--- src/rtl/spi_pixel_receiver.sv ---
// rtl/spi_pixel_receiver.sv - SPI mode-0 byte receiver with 3-byte pixel packet tracking
// Optional MISO echo of the previous byte is built when SPI_RX_MISO_ECHO_EN is defined.
module spi_pixel_receiver #(
    parameter int SYNC_STAGES = 2,
    parameter bit MSB_FIRST   = 1'b1
) (
    input  logic       clk_i,
    input  logic       rst_i,
    input  logic       spi_sck_i,
    input  logic       spi_cs_n_i,
    input  logic       spi_mosi_i,
    output logic       spi_miso_o,
    output logic [7:0] data_o,
    output logic       byte_valid_o,
    output logic [1:0] byte_index_o,
    output logic       pixel_done_o,
    output logic       active_o,
    output logic       frame_err_o
);

    logic [SYNC_STAGES-1:0] sck_sync_q;
    logic [SYNC_STAGES-1:0] csn_sync_q;
    logic [SYNC_STAGES-1:0] mosi_sync_q;
    logic                   sck_prev_q;
    logic                   csn_prev_q;

    logic       sck_s, csn_s, mosi_s;
    logic       sck_rise, csn_fall, csn_rise, capture;

    logic [2:0] bit_cnt_q, bit_cnt_d;
    logic [7:0] shift_q, shift_d, shift_next;
    logic       pend_q, pend_d;
    logic [1:0] pkt_q, pkt_d, pkt_inc, pkt_eff;
    logic [7:0] data_q, data_d;
    logic       valid_q, valid_d;
    logic [1:0] index_q, index_d;
    logic       pd_q, pd_d;
    logic       active_q, active_d;
    logic       err_q, err_d;

    assign sck_s  = sck_sync_q[SYNC_STAGES-1];
    assign csn_s  = csn_sync_q[SYNC_STAGES-1];
    assign mosi_s = mosi_sync_q[SYNC_STAGES-1];

    assign sck_rise = sck_s & ~sck_prev_q;
    assign csn_fall = csn_prev_q & ~csn_s;
    assign csn_rise = ~csn_prev_q & csn_s;
    // Gating on active_q keeps a reset-interrupted frame silent until a fresh CS fall.
    assign capture  = sck_rise & ~csn_s & active_q;

    assign shift_next = MSB_FIRST ? {shift_q[6:0], mosi_s} : {mosi_s, shift_q[7:1]};
    assign pkt_inc    = (pkt_q == 2'd2) ? 2'd0 : pkt_q + 2'd1;
    // A byte still waiting to be issued already counts toward the packet position.
    assign pkt_eff    = pend_q ? pkt_inc : pkt_q;

    always_comb begin
        bit_cnt_d = bit_cnt_q;
        shift_d   = shift_q;
        pend_d    = 1'b0;
        pkt_d     = pkt_q;
        data_d    = data_q;
        valid_d   = 1'b0;
        index_d   = index_q;
        pd_d      = valid_q && (index_q == 2'd2);
        active_d  = active_q;
        err_d     = err_q;

        if (pend_q) begin
            data_d  = shift_q;
            valid_d = 1'b1;
            index_d = pkt_q;
            pkt_d   = pkt_inc;
        end

        if (csn_fall) begin
            bit_cnt_d = 3'd0;
            pkt_d     = 2'd0;
            active_d  = 1'b1;
        end else if (csn_rise) begin
            active_d  = 1'b0;
            bit_cnt_d = 3'd0;
            if (bit_cnt_q != 3'd0 || pkt_eff != 2'd0) begin
                err_d = 1'b1;
            end
        end else if (capture) begin
            shift_d   = shift_next;
            bit_cnt_d = bit_cnt_q + 3'd1;
            if (bit_cnt_q == 3'd7) begin
                pend_d = 1'b1;
            end
        end
    end

    always_ff @(posedge clk_i) begin
        if (rst_i) begin
            sck_sync_q  <= '0;
            csn_sync_q  <= '1;
            mosi_sync_q <= '0;
            sck_prev_q  <= 1'b0;
            csn_prev_q  <= 1'b1;
            bit_cnt_q   <= 3'd0;
            shift_q     <= 8'h00;
            pend_q      <= 1'b0;
            pkt_q       <= 2'd0;
            data_q      <= 8'h00;
            valid_q     <= 1'b0;
            index_q     <= 2'd0;
            pd_q        <= 1'b0;
            active_q    <= 1'b0;
            err_q       <= 1'b0;
        end else begin
            sck_sync_q  <= {sck_sync_q[SYNC_STAGES-2:0], spi_sck_i};
            csn_sync_q  <= {csn_sync_q[SYNC_STAGES-2:0], spi_cs_n_i};
            mosi_sync_q <= {mosi_sync_q[SYNC_STAGES-2:0], spi_mosi_i};
            sck_prev_q  <= sck_s;
            csn_prev_q  <= csn_s;
            bit_cnt_q   <= bit_cnt_d;
            shift_q     <= shift_d;
            pend_q      <= pend_d;
            pkt_q       <= pkt_d;
            data_q      <= data_d;
            valid_q     <= valid_d;
            index_q     <= index_d;
            pd_q        <= pd_d;
            active_q    <= active_d;
            err_q       <= err_d;
        end
    end

    assign data_o       = data_q;
    assign byte_valid_o = valid_q;
    assign byte_index_o = index_q;
    assign pixel_done_o = pd_q;
    assign active_o     = active_q;
    assign frame_err_o  = err_q;

`ifdef SPI_RX_MISO_ECHO_EN
    logic [7:0] tx_q;
    logic [2:0] tx_cnt_q;
    logic       sck_fall;

    assign sck_fall = ~sck_s & sck_prev_q;

    // The eighth falling edge reloads with the byte that just completed on MOSI.
    always_ff @(posedge clk_i) begin
        if (rst_i) begin
            tx_q     <= 8'h00;
            tx_cnt_q <= 3'd0;
        end else if (csn_fall) begin
            tx_q     <= data_q;
            tx_cnt_q <= 3'd0;
        end else if (sck_fall && !csn_s && active_q) begin
            if (tx_cnt_q == 3'd7) begin
                tx_q     <= data_q;
                tx_cnt_q <= 3'd0;
            end else begin
                tx_q     <= MSB_FIRST ? {tx_q[6:0], 1'b0} : {1'b0, tx_q[7:1]};
                tx_cnt_q <= tx_cnt_q + 3'd1;
            end
        end
    end

    assign spi_miso_o = MSB_FIRST ? tx_q[7] : tx_q[0];
`else
    assign spi_miso_o = 1'b0;
`endif

endmodule

--- config.mk ---
export PLATFORM = sky130hd
export DESIGN_NAME = spi_pixel_receiver
export DESIGN_NICKNAME = d
export VERILOG_FILES = /design/src/rtl/spi_pixel_receiver.sv
export SDC_FILE = /design/constraint.sdc
export NUM_CORES = 1
export LEC_CHECK = 0
export CAP_MARGIN = 20
export CORE_MARGIN = 2
export CORE_UTILIZATION = 55
export CTS_BUF_LIST = sky130_fd_sc_hd__clkbuf_8
export DETAILED_ROUTE_END_ITERATION = 10
export HOLD_SLACK_MARGIN = 0.05
export PLACE_DENSITY_LB_ADDON = 0.08
export SLEW_MARGIN = 0
export SYNTH_ARGS = -nofsm -noshare
export SYNTH_HDL_FRONTEND = slang
export SYNTH_SLANG_ARGS = --single-unit
--- constraint.sdc ---
create_clock -name clk_i -period 1.4 [get_ports clk_i]
set_input_delay 0.21 -clock clk_i [delete_from_list [all_inputs] [get_ports clk_i]]
set_output_delay 0.21 -clock clk_i [all_outputs]
set_load 0.01 [all_outputs]
== Word level (Yosys, flattened, before mapping) ==
Index checks and enable logic that the tools add are counted.

* Logic and storage cells: 47
* Output and inout port bits: 15
* Bits in registers: 36
* Input port bits: 5

* Add/sub/neg operators: 2
* Mux-type cells: 6
* Equal/unequal tests: 3
* Reductions and logical operators: 10
* Bitwise gates (word level): 11

{| class="wikitable"
|+ Operators by type and width
! operator !! number
|-
| inverter 1 bit || 6
|-
| AND reduction 3 bit || 2
|-
| AND 1 bit || 5
|-
| == test 2 bit (second input constant) || 2
|-
| two-way mux 1 bit || 4
|-
| two-way mux 2 bit || 2
|-
| nonzero test 2 bit || 2
|-
| OR reduction 4 bit || 1
|-
| adder 3 x 1 -> 3 bit (second input constant) || 1
|-
| == test 3 bit (second input constant) || 1
|-
| nonzero test 3 bit || 1
|-
| OR reduction 3 bit || 1
|-
| adder 2 x 1 -> 2 bit (second input constant) || 1
|-
| OR reduction 2 bit || 1
|-
| logical AND 1 bit || 1
|-
| logical OR 1 bit || 1
|}

== Depth between registers and ports, before layout ==
Gate-level depths: netlist of run 1.

* Depth after elaboration: 6
* Mapped depth: 5
* Gate-level depth less buffers: 4

== Worst setup path before layout of run 1 ==
No wires, ideal clock.

* Path kind: flip-flop to flip-flop
* Start point: register active_q (netlist: active_o)
* End point: register shift_q[1]
* Required time: 1,328 ps
* Library setup time: 72 ps
* Clock period less this slack: 1,233 ps
* Path slack: 167 ps
* Buffers on the path: 2
* Data arrival time: 1,161 ps
* Stages on the path, launching flop included: 6
* Path through: dfxtp_1 > nor4bb_1 > buf_4 > and2_4 > buf_8 > mux2i_1

* Longest elaborated chain between the ends: 2

{| class="wikitable"
|+ Ends and longest elaborated chain
! item !! RTL line !! source
|-
| start, declared || 38 || <nowiki>logic active_q, active_d;</nowiki>
|-
| start signal, assigned || 125 || <nowiki>active_q <= active_d;</nowiki>
|-
| AND 1 bit || 49 || <nowiki>assign capture = sck_rise & ~csn_s & active_q;</nowiki>
|-
| AND reduction 3 bit (no source line) || -- ||
|-
| end signal, assigned || 118 || <nowiki>shift_q <= shift_d;</nowiki>
|-
| end, declared || 31 || <nowiki>logic [7:0] shift_q, shift_d, shift_next;</nowiki>
|}

Every way passes these cells.
A chain may end at the register's enable or synchronous reset.

== Worst setup path after layout of run 1 ==
* Start point: register data_q[1] (netlist: data_o[1])
* End point: output port data_o[1]

{| class="wikitable"
|+ RTL lines
! item !! RTL line !! source
|-
| start, declared || 34 || <nowiki>logic [7:0] data_q, data_d;</nowiki>
|-
| start signal, assigned || 121 || <nowiki>data_q <= data_d;</nowiki>
|-
| end, declared || 13 || <nowiki>output logic [7:0] data_o,</nowiki>
|}

No word-level cell between the ends.

==> metrics, run 1 <==
Initial Utilization 0.593; Seq/Total Area, Yosys 0.534; Syn Area/Cell 10.7 um^2; Yosys top cell area share 0.534; Max Slew Vio Count 0; Max Freq 0.741 GHz; I/O pin total 20; Buf+Inv Stages, Crit Path 1; Hold Fails Final Rpt 0; Reg2Reg Depth 4; minimum clock period 1.35 ns; total congestion overflow 0; antenna-violating nets left 0; Mapped Area around 1400 um^2; number of placement rows 17; Met2 Wirelength 1.09 mm; CTS tree done; adder-cell area share of the yosys netlist 0.0463; Setup CP Type reg -> out; # hold bufs at CTS 0; Post-synth ARST share 0; most frequent cell after synthesis dfxtp_1; post-synthesis mux area share 0.156; area grow syn2layout 26.7%; antenna violations before repair 0; total wire length 2.25 mm; RSZ-0062 raised after global routing yes; CP top delay family buffers and inverters; gr usage total 0.192; required time worst endpoint 1.19 ns; H-tree Lvls 2; drt first pass iters 3; hpwl dp 1.68 mm; fin util 0.752; CP max stage delay ~0.53 ns; CP max FO 2; Synth Area in XOR/XNOR 0.00649; cell taking the most area after synthesis dfxtp_1; clk buf depth 2; Placement Setup Slack around 0.087 ns; share of layout cells above drive strength 1 0.156; first-pass GRT wire length between 3 and 4 mm; Syn Nets 136; Max-cap violations 0; Critical Path, Cell by Cell clkdlybuf4s50_1; Fillers 165; number of enable flip-flop cells after synthesis 0; Peak VDD IR around 0.0011 V; CP Data Arrival Time 1.14 ns; Power Density 1090 nW/um^2; placer congestion estimate just over 0.7; Crit. path cell count 1; WL/cell approximately 12 um; ranking of synthesized cells by area dfxtp_1 (53%), mux2i_1 (16%), ha_1 (4.6%); Ant. Diodes 0; list of most frequent post-synthesis cells dfxtp_1 (36), mux2i_1 (21), nor2_1 (16); Die Width 53.5 um; Synth cell types 24; Vias/cell 5.00; worst min path class reg -> reg; largest family of logic cells by synthesized area simple AND/OR/NAND/NOR gates; clk slew on worst S/H paths roughly 0.070 ns; vias 910; Cells after Synth ~130; Die ar. 2870 um^2; initial drt markers 5; Setup WS post-layout approximately 0.050 ns; CP Launch Point data_o[1]; clk sink count 36; compound-cell area share of the yosys netlist 0.0139; Clock Latency Late Sink roughly 0.28 ns; CP Capture Type output port; Post-Place Cells approximately 170; vias in the first global route 896; slowest stage cell, crit path clkdlybuf4s50_1; Max Used Layer met4; reg2reg start csn_sync_q[1]; outcome complete, no violations; routed length on met3 112 um; final setup vio count 0; Power, Total 1.87 mW; # nets final ~160; skew final approximately 0.0029 ns; Post-synth top flop dfxtp_1; crit path to data_o[1]; r2r endpoint shift_q[3]; largest net degree at the start of global routing 12; crit start category flop; Final Cycle Share 0.964; DRT met1 WL 1.02 mm; Yosys reg bits 36; Core ar. 2280 um^2; Die Height 53.5 um; Non-Filler Instances 182; simple-gate area share of the yosys netlist 0.191; I/O Buffers 18; Num CTS Buffers 5; reg2reg setup slack 0.11 ns; leak pwr 0.778 nW; DRC viols 0; Ys Warns 0; clock root buffer clkbuf_8
==> per-layer routing <==
| layer | GRT usage | up-vias |
|---|---|---|
| met2 | 0.335 | 19 |
| met5 | 0 | - |
| met1 | 0.207 | 420 |
| met3 | 0.0833 | 3 |
| li1 | - | 468 |
| met4 | 0.0641 | 0 |
==> timing repair <==
action | CTS | global route
endpoints found under the setup margin | 3 | 10
setup buffers | 0 | 2
resized for setup | 3 | 8
pin swaps | 0 | 1
==> logic make-up (layout without fill, tap and decap cells) <==
family	Yosys count	in the layout
AND/OR/NAND/NOR	47	47
AO/OA/AOI/OAI	3	3
XOR/XNOR	1	1
flip-flops	36	36
multiplexers	21	21
adder cells (fa/ha/maj)	5	5
buffers and inverters	12	40
other	1	1
==> where the power goes <==
part / switching, mW / total [mW] / internal [mW] / leakage (nW)
clock network: 0.330 / 0.768 / 0.438 / 0.0503
logic: 0.0256 / 0.0618 / 0.0362 / 0.437
registers: 0.00400 / 1.04 / 1.03 / 0.291
total: 0.360 / 1.87 / 1.51 / 0.778
==> per-stage QoR <==
stage	hold slack, ns	TNS, ns	cell area (um^2)
after floorplan	0.314	0	1350
after global placement	0.403	0	1580
after detailed placement	0.404	0	1580
after CTS	0.418	0	1670
after global routing	0.442	-0.122	1710
final	0.412	0	1710
==> area by class of cell <==
class	count	area [um^2]	share of cell area
Timing Repair Buffer	29	274	0.160
Multi-Input combinational cell	78	568	0.332
Sequential cell	36	722	0.422
Clock buffer	7	96.3	0.0563
Inverter	4	15.0	0.00878
Tap cell	28	35.0	0.0205
==> flip-flops by register name (all words and copies together) (netlist names), 2 cells and up <==
register	cells
data_o	8
csn_sync_q	2
byte_index_o	2
sck_sync_q	2
mosi_sync_q	2
bit_cnt_q	3
pkt_q	2
shift_q	8
==> layout by cell type (no fill, tap or decap), drive strengths merged, types with 3 or more instances in the layout <==
| master | count |
|---|---|
| nand2 | 3 |
| dlygate4sd2 | 3 |
| or2 | 3 |
| nor2b | 7 |
| mux2i | 21 |
| inv | 4 |
| nor2 | 16 |
| buf | 11 |
| clkdlybuf4s50 | 9 |
| nand2b | 9 |
| ha | 5 |
| dlymetal6s2s | 6 |
| dfxtp | 36 |
| clkbuf | 7 |
==> worst min path at each step <==
stage | start | end | slack (ns) | cells past startpoint
after CTS | csn_sync_q[0] | csn_sync_q[1] | 0.42 | 1
after global routing | csn_sync_q[0] | csn_sync_q[1] | 0.44 | 1
final | csn_sync_q[0] | csn_sync_q[1] | 0.41 | 1
after floorplan | spi_cs_n_i | csn_sync_q[0] | 0.31 | 1
after detailed placement | csn_sync_q[0] | csn_sync_q[1] | 0.40 | 1
after global placement | csn_sync_q[0] | csn_sync_q[1] | 0.40 | 1
Power figures use the tool's default switching activity.
==> run 2: changes to the inputs <==
--- a/config.mk
+++ b/config.mk
@@ -9,7 +9,9 @@
 export CORE_MARGIN = 2
 export CORE_UTILIZATION = 55
 export CTS_BUF_LIST = sky130_fd_sc_hd__clkbuf_8
+export CTS_CLUSTER_DIAMETER = 100
 export DETAILED_ROUTE_END_ITERATION = 10
+export GPL_ROUTABILITY_DRIVEN = 1
 export HOLD_SLACK_MARGIN = 0.05
 export PLACE_DENSITY_LB_ADDON = 0.08
 export SLEW_MARGIN = 0
==> results of run 2 <==
Final layout, timing and power as in run 1 (identical DEF).
==> run 3: changes to the inputs <==
--- a/config.mk
+++ b/config.mk
@@ -6,8 +6,9 @@
 export NUM_CORES = 1
 export LEC_CHECK = 0
 export CAP_MARGIN = 20
+export CORE_ASPECT_RATIO = 0.5
 export CORE_MARGIN = 2
-export CORE_UTILIZATION = 55
+export CORE_UTILIZATION = 35
 export CTS_BUF_LIST = sky130_fd_sc_hd__clkbuf_8
 export CTS_CLUSTER_DIAMETER = 100
 export DETAILED_ROUTE_END_ITERATION = 10
==> constraint.sdc (replaced) <==
create_clock -name clk_i -period 1.2 [get_ports clk_i]
set_input_delay 0.18 -clock clk_i [delete_from_list [all_inputs] [get_ports clk_i]]
set_output_delay 0.18 -clock clk_i [all_outputs]
set_load 0.01 [all_outputs]
==> metrics, run 3 (synthesized netlist as in run 1, its figures left out) <==
area grow syn2layout 32.6%; minimum clock period approximately 1.3 ns; Ant. Diodes 0; initial drt markers 19; antenna-violating nets left 0; hpwl dp 1.61 mm; most frequent CP cell buf_4; DRC viols 0; design area around 1800 um^2; Hold Fails Final Rpt 0; Critical Path, Cell by Cell nor4bb_4 > buf_4 > and2_4 > buf_4 > o21ai_2; Power, Total 2.16 mW; vias around 900; failing checks negative setup slack; drt first pass iters 4; Hold Path Stages 1; Die Width approximately 92 um; final setup vio count 8; clk sink count 36; slowest stage cell, crit path dfxtp_4; CTS tree done; reg2reg setup slack -0.06 ns; gr usage total 0.111; Max Slew Vio Count 0; Num CTS Buffers 5; CP max stage delay 0.36 ns; Max-cap violations 0; hold path startpoint csn_sync_q[0]; Power Density 1210 nW/um^2; commonest non-fill, non-tap cell in the layout dfxtp_1; share of layout cells above drive strength 1 0.215; CP Launch Point csn_sync_q[1]; largest net degree at the start of global routing 14; Fillers ~330; clk buf depth 2; Buf+Inv Stages, Crit Path 2; I/O pin total 20; vias in the first global route between 600 and 700; required time worst endpoint roughly 1.4 ns; skew final just over 0.007 ns; Die Height 47.9 um; leak pwr approximately 0.74 nW; number of placement rows 15; first-pass GRT wire length approximately 3.5 mm; CP max FO 7; most frequent cells in the layout dfxtp_1 (33), mux2i_1 (21), nor2_1 (15); I/O Buffers 18; placer congestion estimate 0.728; CP Capture Type flop; Peak VDD IR 0.000527 V; Area after DPL 1650 um^2; WL/cell 11.0 um; clk slew on worst S/H paths 0.07 ns; Setup WS post-layout -0.0631 ns; total congestion overflow 0; # nets final 167; antenna violations before repair 0; worst min path class reg -> reg; Final Cycle Share 1.05; Reg2Reg Depth 5; outcome finished, violations left; reg2reg start csn_sync_q[1]; CP Data Arrival Time about 1.4 ns; Setup CP Type reg -> reg; clock root buffer clkbuf_8; r2r endpoint shift_q[0]; total wire length 2.30 mm; RSZ-0062 raised after global routing yes; Clock Latency Late Sink ~0.28 ns; Core ar. 3570 um^2; H-tree Lvls 2; Initial Utilization 0.379; Vias/cell 4.25; # hold bufs at CTS 0; Hold EP csn_sync_q[1]; crit start category flop; Max Freq 0.792 GHz; Die ar. 4400 um^2; CP top delay family simple AND/OR/NAND/NOR gates
[run 3: cell count changes in the layout (fill, tap and decap cells not counted), sizes merged]
cell,previous run,this run
dlygate4sd2,3,13
dlymetal6s2s,6,0
clkdlybuf4s50,9,4
buf,11,14
inv,4,6
clkbuf,7,6
clkdlybuf4s15,0,1
[run 3: report_power, final]
group          internal [mW]  switching (mW)
clock                  0.451           0.416
combinational         0.0521          0.0345
sequential              1.20         0.00600
total                   1.71           0.456
[run 3: area by class of cell]
type                            instances  area, um^2  share of cell area
Multi-Input combinational cell         78         613               0.342
Clock inverter                          2        7.51             0.00419
Timing Repair Buffer                   32         282               0.157
Sequential cell                        36         727               0.406
Clock buffer                            6        82.6              0.0461
Tap cell                               51        63.8              0.0356
Inverter                                4        15.0             0.00839
[run 3: worst max-delay path by stage]
stage | cells past startpoint | end
final | 5 | shift_q[0]
after global routing | 4 | shift_q[4]
after CTS | 4 | shift_q[4]
after detailed placement | 3 | csn_sync_q[1]
after global placement | 3 | csn_sync_q[1]
after floorplan | 5 | shift_q[1]
[run 3: timing repair]
item | 4_1_cts | 5_1_grt
hold endpoints to repair | 0 | 0
cloned | 0 | 0
pin swaps | 0 | 2
buffers inserted | 0 | 1
endpoints found under the setup margin | 24 | 14
resized for setup | 16 | 11
[run 3: per-stage QoR]
stage / std cells / worst slack, ns / utilization / hold WS, ns / TNS, ns
6_report: 209 / -0.0631 / 0.502 / 0.410 / -0.320
5_1_grt: 209 / -0.159 / 0.502 / 0.446 / -0.998
4_1_cts: 208 / -0.0607 / 0.486 / 0.415 / -0.286
3_5_place_dp: 200 / -0.121 / 0.464 / 0.400 / -1.35
3_3_place_gp: 200 / -0.0902 / 0.464 / 0.396 / -0.916
2_1_floorplan: 126 / -0.00762 / - / 0.284 / -0.0457
[run 3: worst reg2reg max path: stages, from the launching register on]
cell	delay, ns
dfxtp_4	0.36
nor4bb_4	0.24
buf_4	0.17
and2_4	0.21
buf_4	0.13
o21ai_2	0.05
[run 3: per-layer routing]
metal  vias up  track usage  wire (um)  share of wire
met5         -            0          0              0
met3         4       0.0520         99          0.043
met1       396        0.156       1310           0.57
met2        12        0.143        878           0.38
li1        476            -          -              -
met4         0       0.0537         18         0.0078
==> patch: new RTL, flow settings as in run 2 <==
Put one more register stage on the output `byte_valid_o`, with the module's reset. The value now appears one clock later. The other outputs are not delayed to match.
--- a/src/rtl/spi_pixel_receiver.sv
+++ b/src/rtl/spi_pixel_receiver.sv
@@ -128,7 +128,13 @@
     end
 
     assign data_o       = data_q;
-    assign byte_valid_o = valid_q;
+    always_ff @(posedge clk_i) begin
+        if (rst_i) begin
+            byte_valid_o <= '0;
+        end else begin
+            byte_valid_o <= valid_q;
+        end
+    end
     assign byte_index_o = index_q;
     assign pixel_done_o = pd_q;
     assign active_o     = active_q;
Behaviour: same outputs for any inputs over 10 cycles, from zero or initial values and one cycle with rst_i high; that may be too few to reach the edited logic, so the function may still have changed.
==> patch against run 2 <==
Cell area decreased by 0.66%; critical path type unchanged; clock power decreased by 9.2%; area after synthesis up 2.2%; total power is 2.6% lower; sequential share of layout area grew 1.4 points; wire length is 12% lower; largest power group unchanged; sequential cell count increased by 1; register-to-register slack worse by 0.03 ns; worst setup slack got worse by 0.0029 ns.
==> patch: results (changes against run 2) <==
| Result | Reported | Delta |
|:---|:---|:---|
| Vias in the first global route | 785 | -12% |
| Minimum hold slack | 0.411 ns | -0.000501 ns |
| Routability-driven placement congestion ratio | 0.679 | -6.5% |
| Post-Syn Nets | 138 | +1.5% |
| Run status | finished clean |  |
| Top cells by area, synth | sky130_fd_sc_hd__dfxtp_1, sky130_fd_sc_hd__mux2i_1, sky130_fd_sc_hd__ha_1 |  |
| Final net count | 162 | -1.2% |
| Instance area after placement | 1590 um2 | +0.79% |
| VDD IR-drop max | 0.000883 V | -18% |
| Fraction of the yosys area taken by sequential cells | 53.7% | +0.29 points |
| Iteration count of the initial detailed-routing pass | 4 | +1 |
| Maximum number of pins on one net before global-route repair | 11 | -1 |
| Terminus of the critical flop-to-flop path | shift_q[5]$_SDFFE_PP0P_ |  |
| Starting DRT DRC Count | 8 | +3 |
| Overall track demand over capacity in global routing | 17.3% | -1.8 points |
| Post-synth top cells | sky130_fd_sc_hd__dfxtp_1, sky130_fd_sc_hd__mux2i_1, sky130_fd_sc_hd__nor2_1 |  |
| Fill cell total of the finished layout | 184 | +12% |
| Hold EP | csn_sync_q[1]$_SDFF_PP1_ |  |
| Fraction of final layout cells with drive strength greater than 1 | 11.2% | -4.4 points |
| Vias/cell | 4.86 | -2.7% |
| Detailed-route wire length per cell | 10.9 um | -12% |
| Count of distinct cell types in the synthesized netlist | 25 | +4.2% |
| Global-route wire length before repair | 3430 um | -10% |
| Pleak | 0.795 nW | +2.2% |
| Worst reg2reg path startpoint | sck_sync_q[1]$_SDFF_PP0_ |  |
## patch: final cells by class
class / count / area share (%)
clock buffer: 6 / 4.86
clock inverter: 1 / 0.221
inverter: 4 / 0.884
multi-input combinational: 79 / 33.4
sequential: 37 / 43.6
tap: 30 / 2.21
timing repair buffer: 25 / 14.9
## patch: per-layer routing
metal / global-route usage, % / wire [um]
met1: 20.9 / 933
met2: 25.0 / 869
met3: 8.33 / 127
met4: 10.0 / 51
met5: 0 / 0
## patch: power by group
| group | total, W | switching (W) | internal, W |
|---|---|---|---|
| clock network | 0.000697 | 0.000315 | 0.000382 |
| registers | 0.00107 | 0.00000352 | 0.00106 |
| logic | 0.0000566 | 0.0000251 | 0.0000315 |
## patch: timing repair
item | 4_1_cts | 5_1_grt
setup endpoints to repair | 0 | 8
gates resized for setup | 0 | 8
endpoints found under the hold margin | 0 | 0
## patch: per-stage QoR
step                      util [%]  setup WS (ns)  std cells
after CTS                     69.0        0.00176        182
final                         69.9         0.0475        182
after global placement        65.5         0.0836        175
after floorplan                  -          0.167        128
after global routing          69.9       0.000648        182
after detailed placement      65.5         0.0566        175
## patch: cells by family after synthesis
family | share of synthesized area [%]
and+or+nand+nor | 19.0
DFF | 53.7
muxes | 15.2
buffers and inverters | 5.26
adders and majority gates | 4.53
AOI/OAI and AO/OA | 1.36
other | 0.272
xor gates and xnor gates | 0.635
## patch: worst max path at each step
stage / end / cells after the start / startpoint / slack, ns
detailed placement: csn_sync_q[0]$_SDFF_PP1_ / 3 / rst_i / 0.06
global placement: csn_sync_q[0]$_SDFF_PP1_ / 3 / rst_i / 0.08
floorplan: shift_q[1]$_SDFFE_PP0P_ / 5 / active_o$_SDFFE_PP0P_ / 0.17
CTS: active_o / 1 / active_o$_SDFFE_PP0P_ / 0.002
global route: data_o[0] / 1 / data_o[0]$_SDFFE_PP0P_ / 0.0006
finish: data_o[3] / 1 / data_o[3]$_SDFFE_PP0P_ / 0.05
